File: config.mk
export PLATFORM = sky130hd
export DESIGN_NAME = bf16_op_scheduler
export DESIGN_NICKNAME = d
export VERILOG_FILES = /design/src/rtl/data_type_pkg.sv /design/src/rtl/rr_arb2.sv /design/src/rtl/bf16_op_scheduler.sv
export SDC_FILE = /design/constraint.sdc
export NUM_CORES = 1
export LEC_CHECK = 0
export BUFFER_PORTS_ARGS = -buffer_cell sky130_fd_sc_hd__buf_2
export CAP_MARGIN = 20
export CELL_PAD_IN_SITES_DETAIL_PLACEMENT = 1
export CELL_PAD_IN_SITES_GLOBAL_PLACEMENT = 2
export CORE_MARGIN = 3
export CORE_UTILIZATION = 28
export CTS_CLUSTER_SIZE = 16
export DETAILED_ROUTE_END_ITERATION = 7
export GPL_ROUTABILITY_DRIVEN = 0
export MAX_ROUTING_LAYER = met4
export PLACE_DENSITY = 0.79
export SETUP_SLACK_MARGIN = 0.2
export SYNTH_ARGS = -nofsm -noshare
export SYNTH_HDL_FRONTEND = slang
export SYNTH_HIERARCHICAL = 1
export SYNTH_SLANG_ARGS = --single-unit
File: constraint.sdc
create_clock -name clk -period 2.7 [get_ports clk]
set_input_delay 0.27 -clock clk [delete_from_list [all_inputs] [get_ports clk]]
set_output_delay 0.27 -clock clk [all_outputs]
set_load 0.03 [all_outputs]
File: src/rtl/data_type_pkg.sv
// Shared types for the bf16 op scheduler: opcode encodings and scheduler FSM states.
package data_type_pkg;

   localparam int MODE_WIDTH = 2;
   localparam logic [MODE_WIDTH-1:0] MODE_ADD = 2'd0;
   localparam logic [MODE_WIDTH-1:0] MODE_MUL = 2'd1;

   typedef enum logic [1:0] {
      IDLE = 2'd0,
      EXEC = 2'd1,
      RESP = 2'd2
   } sched_state_e;

   function automatic logic mode_legal(input logic [MODE_WIDTH-1:0] op);
      return (op == MODE_ADD) || (op == MODE_MUL);
   endfunction

endpackage

File: src/rtl/rr_arb2.sv
// Two-requester round-robin arbiter; the priority pointer moves only when advance_i
// reports that the current grant was taken.
module rr_arb2 (
   input  logic       clk,
   input  logic       rst,
   input  logic [1:0] req_i,
   input  logic       advance_i,
   output logic [1:0] gnt_o
);

   // prio_q=0 favours requester 0 on a tie, prio_q=1 favours requester 1
   logic prio_q, prio_d;

   always_comb begin
      gnt_o = req_i;
      if (req_i == 2'b11) gnt_o = prio_q ? 2'b10 : 2'b01;
   end

   always_comb begin
      prio_d = prio_q;
      if (advance_i) prio_d = gnt_o[0];
   end

   always_ff @(posedge clk or posedge rst) begin
      if (rst) prio_q <= 1'b0;
      else     prio_q <= prio_d;
   end

endmodule

File: src/rtl/bf16_op_scheduler.sv
// Schedules bf16 ops from two requesters onto a shared op_mux datapath:
// arbitrate in IDLE, wait LAT cycles in EXEC, hold the result in RESP until taken.
module bf16_op_scheduler
   import data_type_pkg::*;
#(
   parameter int LAT = 1
) (
   input  logic                       clk,
   input  logic                       rst,
   input  logic [1:0]                 req_valid_i,
   output logic [1:0]                 req_ready_o,
   input  logic [1:0][MODE_WIDTH-1:0] req_op_i,
   input  logic [1:0][15:0]           req_in1_i,
   input  logic [1:0][15:0]           req_in2_i,
   output logic [1:0]                 rsp_valid_o,
   input  logic [1:0]                 rsp_ready_i,
   output logic [15:0]                rsp_data_o,
   output logic                       rsp_overflow_o,
   output logic                       rsp_err_o,
   output logic [MODE_WIDTH-1:0]      dp_op_o,
   output logic [15:0]                dp_in1_o,
   output logic [15:0]                dp_in2_o,
   input  logic [15:0]                dp_out_i,
   input  logic                       dp_overflow_i,
   output logic                       busy_o
);

   sched_state_e          state_q, state_d;
   logic [3:0]            cnt_q, cnt_d;
   logic [MODE_WIDTH-1:0] op_q, op_d;
   logic [15:0]           in1_q, in1_d, in2_q, in2_d;
   logic                  idx_q, idx_d;
   logic [15:0]           data_q, data_d;
   logic                  ovf_q, ovf_d, err_q, err_d;
   logic [1:0]            gnt;
   logic                  accept, sel, legal;

   rr_arb2 u_arb (
      .clk      (clk),
      .rst      (rst),
      .req_i    (req_valid_i),
      .advance_i(accept),
      .gnt_o    (gnt)
   );

   // Gated by rst so ready stays low while reset is held, even though the FSM reads IDLE.
   assign req_ready_o = (state_q == IDLE && !rst) ? gnt : 2'b00;
   assign accept      = |(req_valid_i & req_ready_o);
   assign sel         = gnt[1];
   assign legal       = mode_legal(op_q);

   always_comb begin
      state_d = state_q;
      cnt_d   = cnt_q;
      op_d    = op_q;
      in1_d   = in1_q;
      in2_d   = in2_q;
      idx_d   = idx_q;
      data_d  = data_q;
      ovf_d   = ovf_q;
      err_d   = err_q;
      case (state_q)
         IDLE: begin
            if (accept) begin
               op_d    = req_op_i[sel];
               in1_d   = req_in1_i[sel];
               in2_d   = req_in2_i[sel];
               idx_d   = sel;
               cnt_d   = 4'(LAT - 1);
               state_d = EXEC;
            end
         end
         EXEC: begin
            if (cnt_q == 4'd0) begin
               // Illegal opcodes still take the full latency but return a clean zero result.
               data_d  = legal ? dp_out_i : 16'h0000;
               ovf_d   = legal & dp_overflow_i;
               err_d   = !legal;
               state_d = RESP;
            end else begin
               cnt_d = cnt_q - 4'd1;
            end
         end
         RESP: begin
            if (rsp_ready_i[idx_q]) state_d = IDLE;
         end
         default: state_d = IDLE;
      endcase
   end

   always_ff @(posedge clk or posedge rst) begin
      if (rst) begin
         state_q <= IDLE;
         cnt_q   <= 4'd0;
         op_q    <= '0;
         in1_q   <= 16'h0000;
         in2_q   <= 16'h0000;
         idx_q   <= 1'b0;
         data_q  <= 16'h0000;
         ovf_q   <= 1'b0;
         err_q   <= 1'b0;
      end else begin
         state_q <= state_d;
         cnt_q   <= cnt_d;
         op_q    <= op_d;
         in1_q   <= in1_d;
         in2_q   <= in2_d;
         idx_q   <= idx_d;
         data_q  <= data_d;
         ovf_q   <= ovf_d;
         err_q   <= err_d;
      end
   end

   assign busy_o         = (state_q != IDLE);
   assign rsp_valid_o    = (state_q == RESP) ? (idx_q ? 2'b10 : 2'b01) : 2'b00;
   assign rsp_data_o     = data_q;
   assign rsp_overflow_o = ovf_q;
   assign rsp_err_o      = err_q;
   assign dp_op_o        = busy_o ? op_q  : '0;
   assign dp_in1_o       = busy_o ? in1_q : 16'h0000;
   assign dp_in2_o       = busy_o ? in2_q : 16'h0000;

endmodule

==> Implementation_results.wiki <==
{| class="wikitable"
! Metric !! Value
|-
| Number of antenna violations at the first check in global routing || 0
|-
| Count of maximum capacitance violations || 0
|-
| Combined global-route utilization of all metal layers || ~15%
|-
| Fill cell count || roughly 1300
|-
| Cell types occupying the most area after synthesis || sky130_fd_sc_hd__dfrtp_1 48%, sky130_fd_sc_hd__mux2_2 14%, sky130_fd_sc_hd__mux2_1 11%
|-
| Cells along the critical path || inv_1, a21boi_4, a22oi_2, nor2_8, mux2_2
|-
| Number of violations reported at the end of detailed-routing iteration 0 || 94
|-
| Post-synthesis area per instance || ~12 um2
|-
| Final Hold Slack || 182 ps
|-
| Final-report setup violation count || 0
|-
| Number of pins exceeding their max-slew limit in the final report || 0
|-
| Period minus WS final || roughly 2100 ps
|-
| Share of flip-flops with an asynchronous set or reset after synthesis || 100%
|-
| Reg2Reg Setup Slack || approximately 630 ps
|-
| Drt drc || 0
|-
| Largest stage delay, worst path || between 500 and 600 ps
|-
| Launch instance of the worst min-delay path || dp_out_i[4]
|-
| Kind of critical path || register to register
|-
| Library cell contributing the largest single delay on the critical path || sky130_fd_sc_hd__nor2_8
|-
| Vias in the first global route || approximately 2800
|-
| Leading cell type by number of instances after synthesis || sky130_fd_sc_hd__dfrtp_1
|-
| Fraction of final layout cells with drive strength greater than 1 || 49.9%
|-
| CTS H-tree lvls || 3
|-
| Max Buffers Root-to-Sink || 2
|-
| Die Span Y || 112 um
|-
| Number of instances in the synthesized netlist || 271
|-
| Clock edge transition at the registers on the reported setup and hold paths || 80 ps
|-
| Die span in x || 112 um
|-
| Part of the total power dissipated in sequential elements || 31.6%
|-
| Post-CTS resize count || 0
|-
| Highest net fanout along the worst path || 36
|-
| Wirelength, routed || around 8900 um
|-
| End point of the most critical hold path || rsp_data_o[4]$_DFFE_PP0P_
|-
| Number of clock sinks seen by CTS || 60
|-
| Syn-to-layout area delta || 34.0%
|-
| Count of warnings emitted by yosys || 6
|-
| Combined area of all synthesized cells || 3150 um2
|-
| Net switching share of the total power || 45.4%
|-
| Reg-to-reg endpoint || idx_q$_DFFE_PP0P_
|-
| Final hold violations || 0
|-
| Fraction of power consumed by combinational cells || roughly half
|-
| Number of enable flip-flop cells after synthesis || 0
|-
| Clock power frac || ~17%
|-
| Critical path arrival || roughly 2300 ps
|-
| Hold Path Depth || 3
|-
| Power per unit of standard cell area || 1190 nW/um2
|-
| Required time of the critical path || 2920 ps
|-
| Wire length per cell || 15.8 um
|-
| Portion of the post-synthesis area used by sequential elements || 47.7%
|-
| Top cells by count, synth || 60 x sky130_fd_sc_hd__dfrtp_1, 38 x sky130_fd_sc_hd__mux2_2, 34 x sky130_fd_sc_hd__and2_1
|-
| Clock tree skew after final layout || 14.1 ps
|-
| Sum of overflow across all layers after global routing || 0
|-
| Largest net degree at the start of global routing || 49
|-
| Pleak || 2.07 nW
|-
| Setup repair after global routing missed its margin || false
|-
| Maximum VDD drop || 442 uV
|-
| Worst Setup SP || u_arb/prio_q$_DFFE_PP0P_
|-
| CTS root buf || sky130_fd_sc_hd__clkbuf_8
|-
| Top-Level Pins || ~150
|-
| Synth area leader || sky130_fd_sc_hd__dfrtp_1
|-
| Normalized max-slew margin || 51.4%
|-
| Sw power || 2.29 mW
|-
| # rows || 38
|-
| First-pass GRT wire length || roughly 14000 um
|-
| Kind of start point of the critical path || register
|-
| Nets in the synthesized netlist || 364
|-
| Final #Nets || 509
|-
| Worst Reg-to-Reg Cells || 5
|-
| Clock network latency to the later pin of the worst-skew pair || roughly 340 ps
|-
| Yosys top cell area share || 47.7%
|-
| Top FF cell, synth || sky130_fd_sc_hd__dfrtp_1
|-
| CP endpoint kind || register
|-
| Die outline area || 12500 um2
|-
| Number of antenna-violating nets in the routed design || 0
|-
| Number of distinct library cells after synthesis || 34
|-
| Fmax || 482 MHz
|-
| Ratio of final minimum period to clock period || 76.8%
|-
| Port Buf Inserts || 147
|-
| Antenna fix cells || 0
|-
| Slew at the pin closest to its max-slew limit || 729 ps
|-
| TritonCTS Buffers || 9
|-
| Outcome || complete, no violations
|-
| Hold Path Class || input pin to register
|-
| Initial Util || 28.9%
|-
| Launching point of the worst reg2reg path || u_arb/prio_q$_DFFE_PP0P_
|-
| Area of the core || 10900 um2
|-
| TritonCTS clock tree || done
|-
| Design internal power || roughly 2.7 mW
|-
| Via count || 2570
|-
| Final-layout setup total negative slack || 0 ps
|-
| HPWL after DPL || 6580 um
|-
| First-pass DRT Iterations || 4
|-
| Average vias per placed instance || 4.58
|-
| Total of flip-flops plus latches after synthesis || 60
|}
[per-layer routing]
metal / part of all wire [%] / vias to the layer above / GRT usage [%] / routed length, um
met2: 54 / 60 / 25.7 / 4740
li1: - / 1233 / - / -
met3: 3.7 / 7 / 2.32 / 325
met1: 42 / 1270 / 17.2 / 3680
met5: 0 / - / - / 0
met4: 1.3 / 0 / 5.29 / 111
[layout by cell type, fill, tap and decap left out, types with 2 or more instances in the layout]
| cell type | count |
|---|---|
| sky130_fd_sc_hd__a31oi_1 | 3 |
| sky130_fd_sc_hd__clkbuf_8 | 11 |
| sky130_fd_sc_hd__ha_1 | 2 |
| sky130_fd_sc_hd__dfrtp_1 | 60 |
| sky130_fd_sc_hd__o21ai_1 | 4 |
| sky130_fd_sc_hd__mux2_1 | 32 |
| sky130_fd_sc_hd__inv_1 | 5 |
| sky130_fd_sc_hd__mux2_2 | 38 |
| sky130_fd_sc_hd__o21ai_0 | 32 |
| sky130_fd_sc_hd__nand2b_1 | 21 |
| sky130_fd_sc_hd__nor2_1 | 2 |
| sky130_fd_sc_hd__buf_2 | 147 |
| sky130_fd_sc_hd__and2_1 | 34 |
| sky130_fd_sc_hd__buf_4 | 3 |
| sky130_fd_sc_hd__clkinv_2 | 2 |
| sky130_fd_sc_hd__and3_1 | 2 |
[sequential cells by signal (all words and copies together), names as in the netlist]
| register | cells |
|---|---|
| rsp_overflow_o | 1 |
| cnt_q | 4 |
| in1_q | 16 |
| rsp_err_o | 1 |
| rsp_data_o | 16 |
| in2_q | 16 |
| u_arb/prio_q | 1 |
| op_q | 2 |
| state_q | 2 |
| idx_q | 1 |
[power by group through the flow]
stage	Combinational, mW	Clock [mW]	Sequential (mW)
2_1_floorplan	1.70	0	1.75
3_3_place_gp	2.60	0	1.59
3_5_place_dp	2.65	0	1.61
4_1_cts	2.66	0.872	1.60
5_1_grt	2.82	0.918	1.67
6_report	2.60	0.839	1.59
[critical path: cells and delay by family, from the launching register on]
kind | cells | cell delay [ps]
muxes | 1 | 400
DFF | 1 | 390
buffers and inverters | 1 | 80
and+or+nand+nor | 1 | 520
AOI/OAI and AO/OA | 2 | 550
[cell type report]
| cell class | count | area [um2] | area share (%) |
|---|---|---|---|
| clock inverters | 4 | 47.5 | 1.13 |
| repair buffers | 151 | 768 | 18.2 |
| flip-flops and latches | 60 | 1500 | 35.6 |
| multi-input cells | 188 | 1550 | 36.7 |
| well taps | 140 | 175 | 4.15 |
| inverters | 6 | 22.5 | 0.534 |
| clock buffers | 12 | 155 | 3.68 |
[worst max path at each step]
stage | endpoint | slack [ps] | cells past startpoint
after floorplan | req_ready_o[0] | 390 | 2
after global placement | in2_q[11]$_DFFE_PP0P_ | 670 | 5
after detailed placement | in2_q[10]$_DFFE_PP0P_ | 590 | 5
after CTS | idx_q$_DFFE_PP0P_ | 580 | 5
after global routing | in2_q[12]$_DFFE_PP0P_ | 440 | 5
final | idx_q$_DFFE_PP0P_ | 630 | 5
[cells by family after synthesis]
kind of cell / count (synthesis) / share of synthesized area, %
AO/OA/AOI/OAI: 47 / 8.47
adder cells (fa/ha/maj): 2 / 0.795
flip-flops: 60 / 47.7
buffers and inverters: 23 / 3.50
AND/OR/NAND/NOR: 68 / 14.0
multiplexers: 71 / 25.5
[timing repair]
item,4_1_cts,5_1_grt
setup endpoints to repair,0,0
hold buffers,1,0
setup buffers,0,0
endpoints found under the hold margin,12,0
[through the flow]
step	area, um2	setup slack, ps	util [%]	instances	power, mW
finish	4220	625	38.7	561	5.04
global route	4220	445	38.7	561	5.41
detailed placement	4000	594	36.8	544	4.26
CTS	4220	578	38.7	561	5.13
floorplan	3150	395	-	271	3.45
global placement	4000	666	36.8	544	4.20
Note: power is estimated with default switching activity, not from simulation.
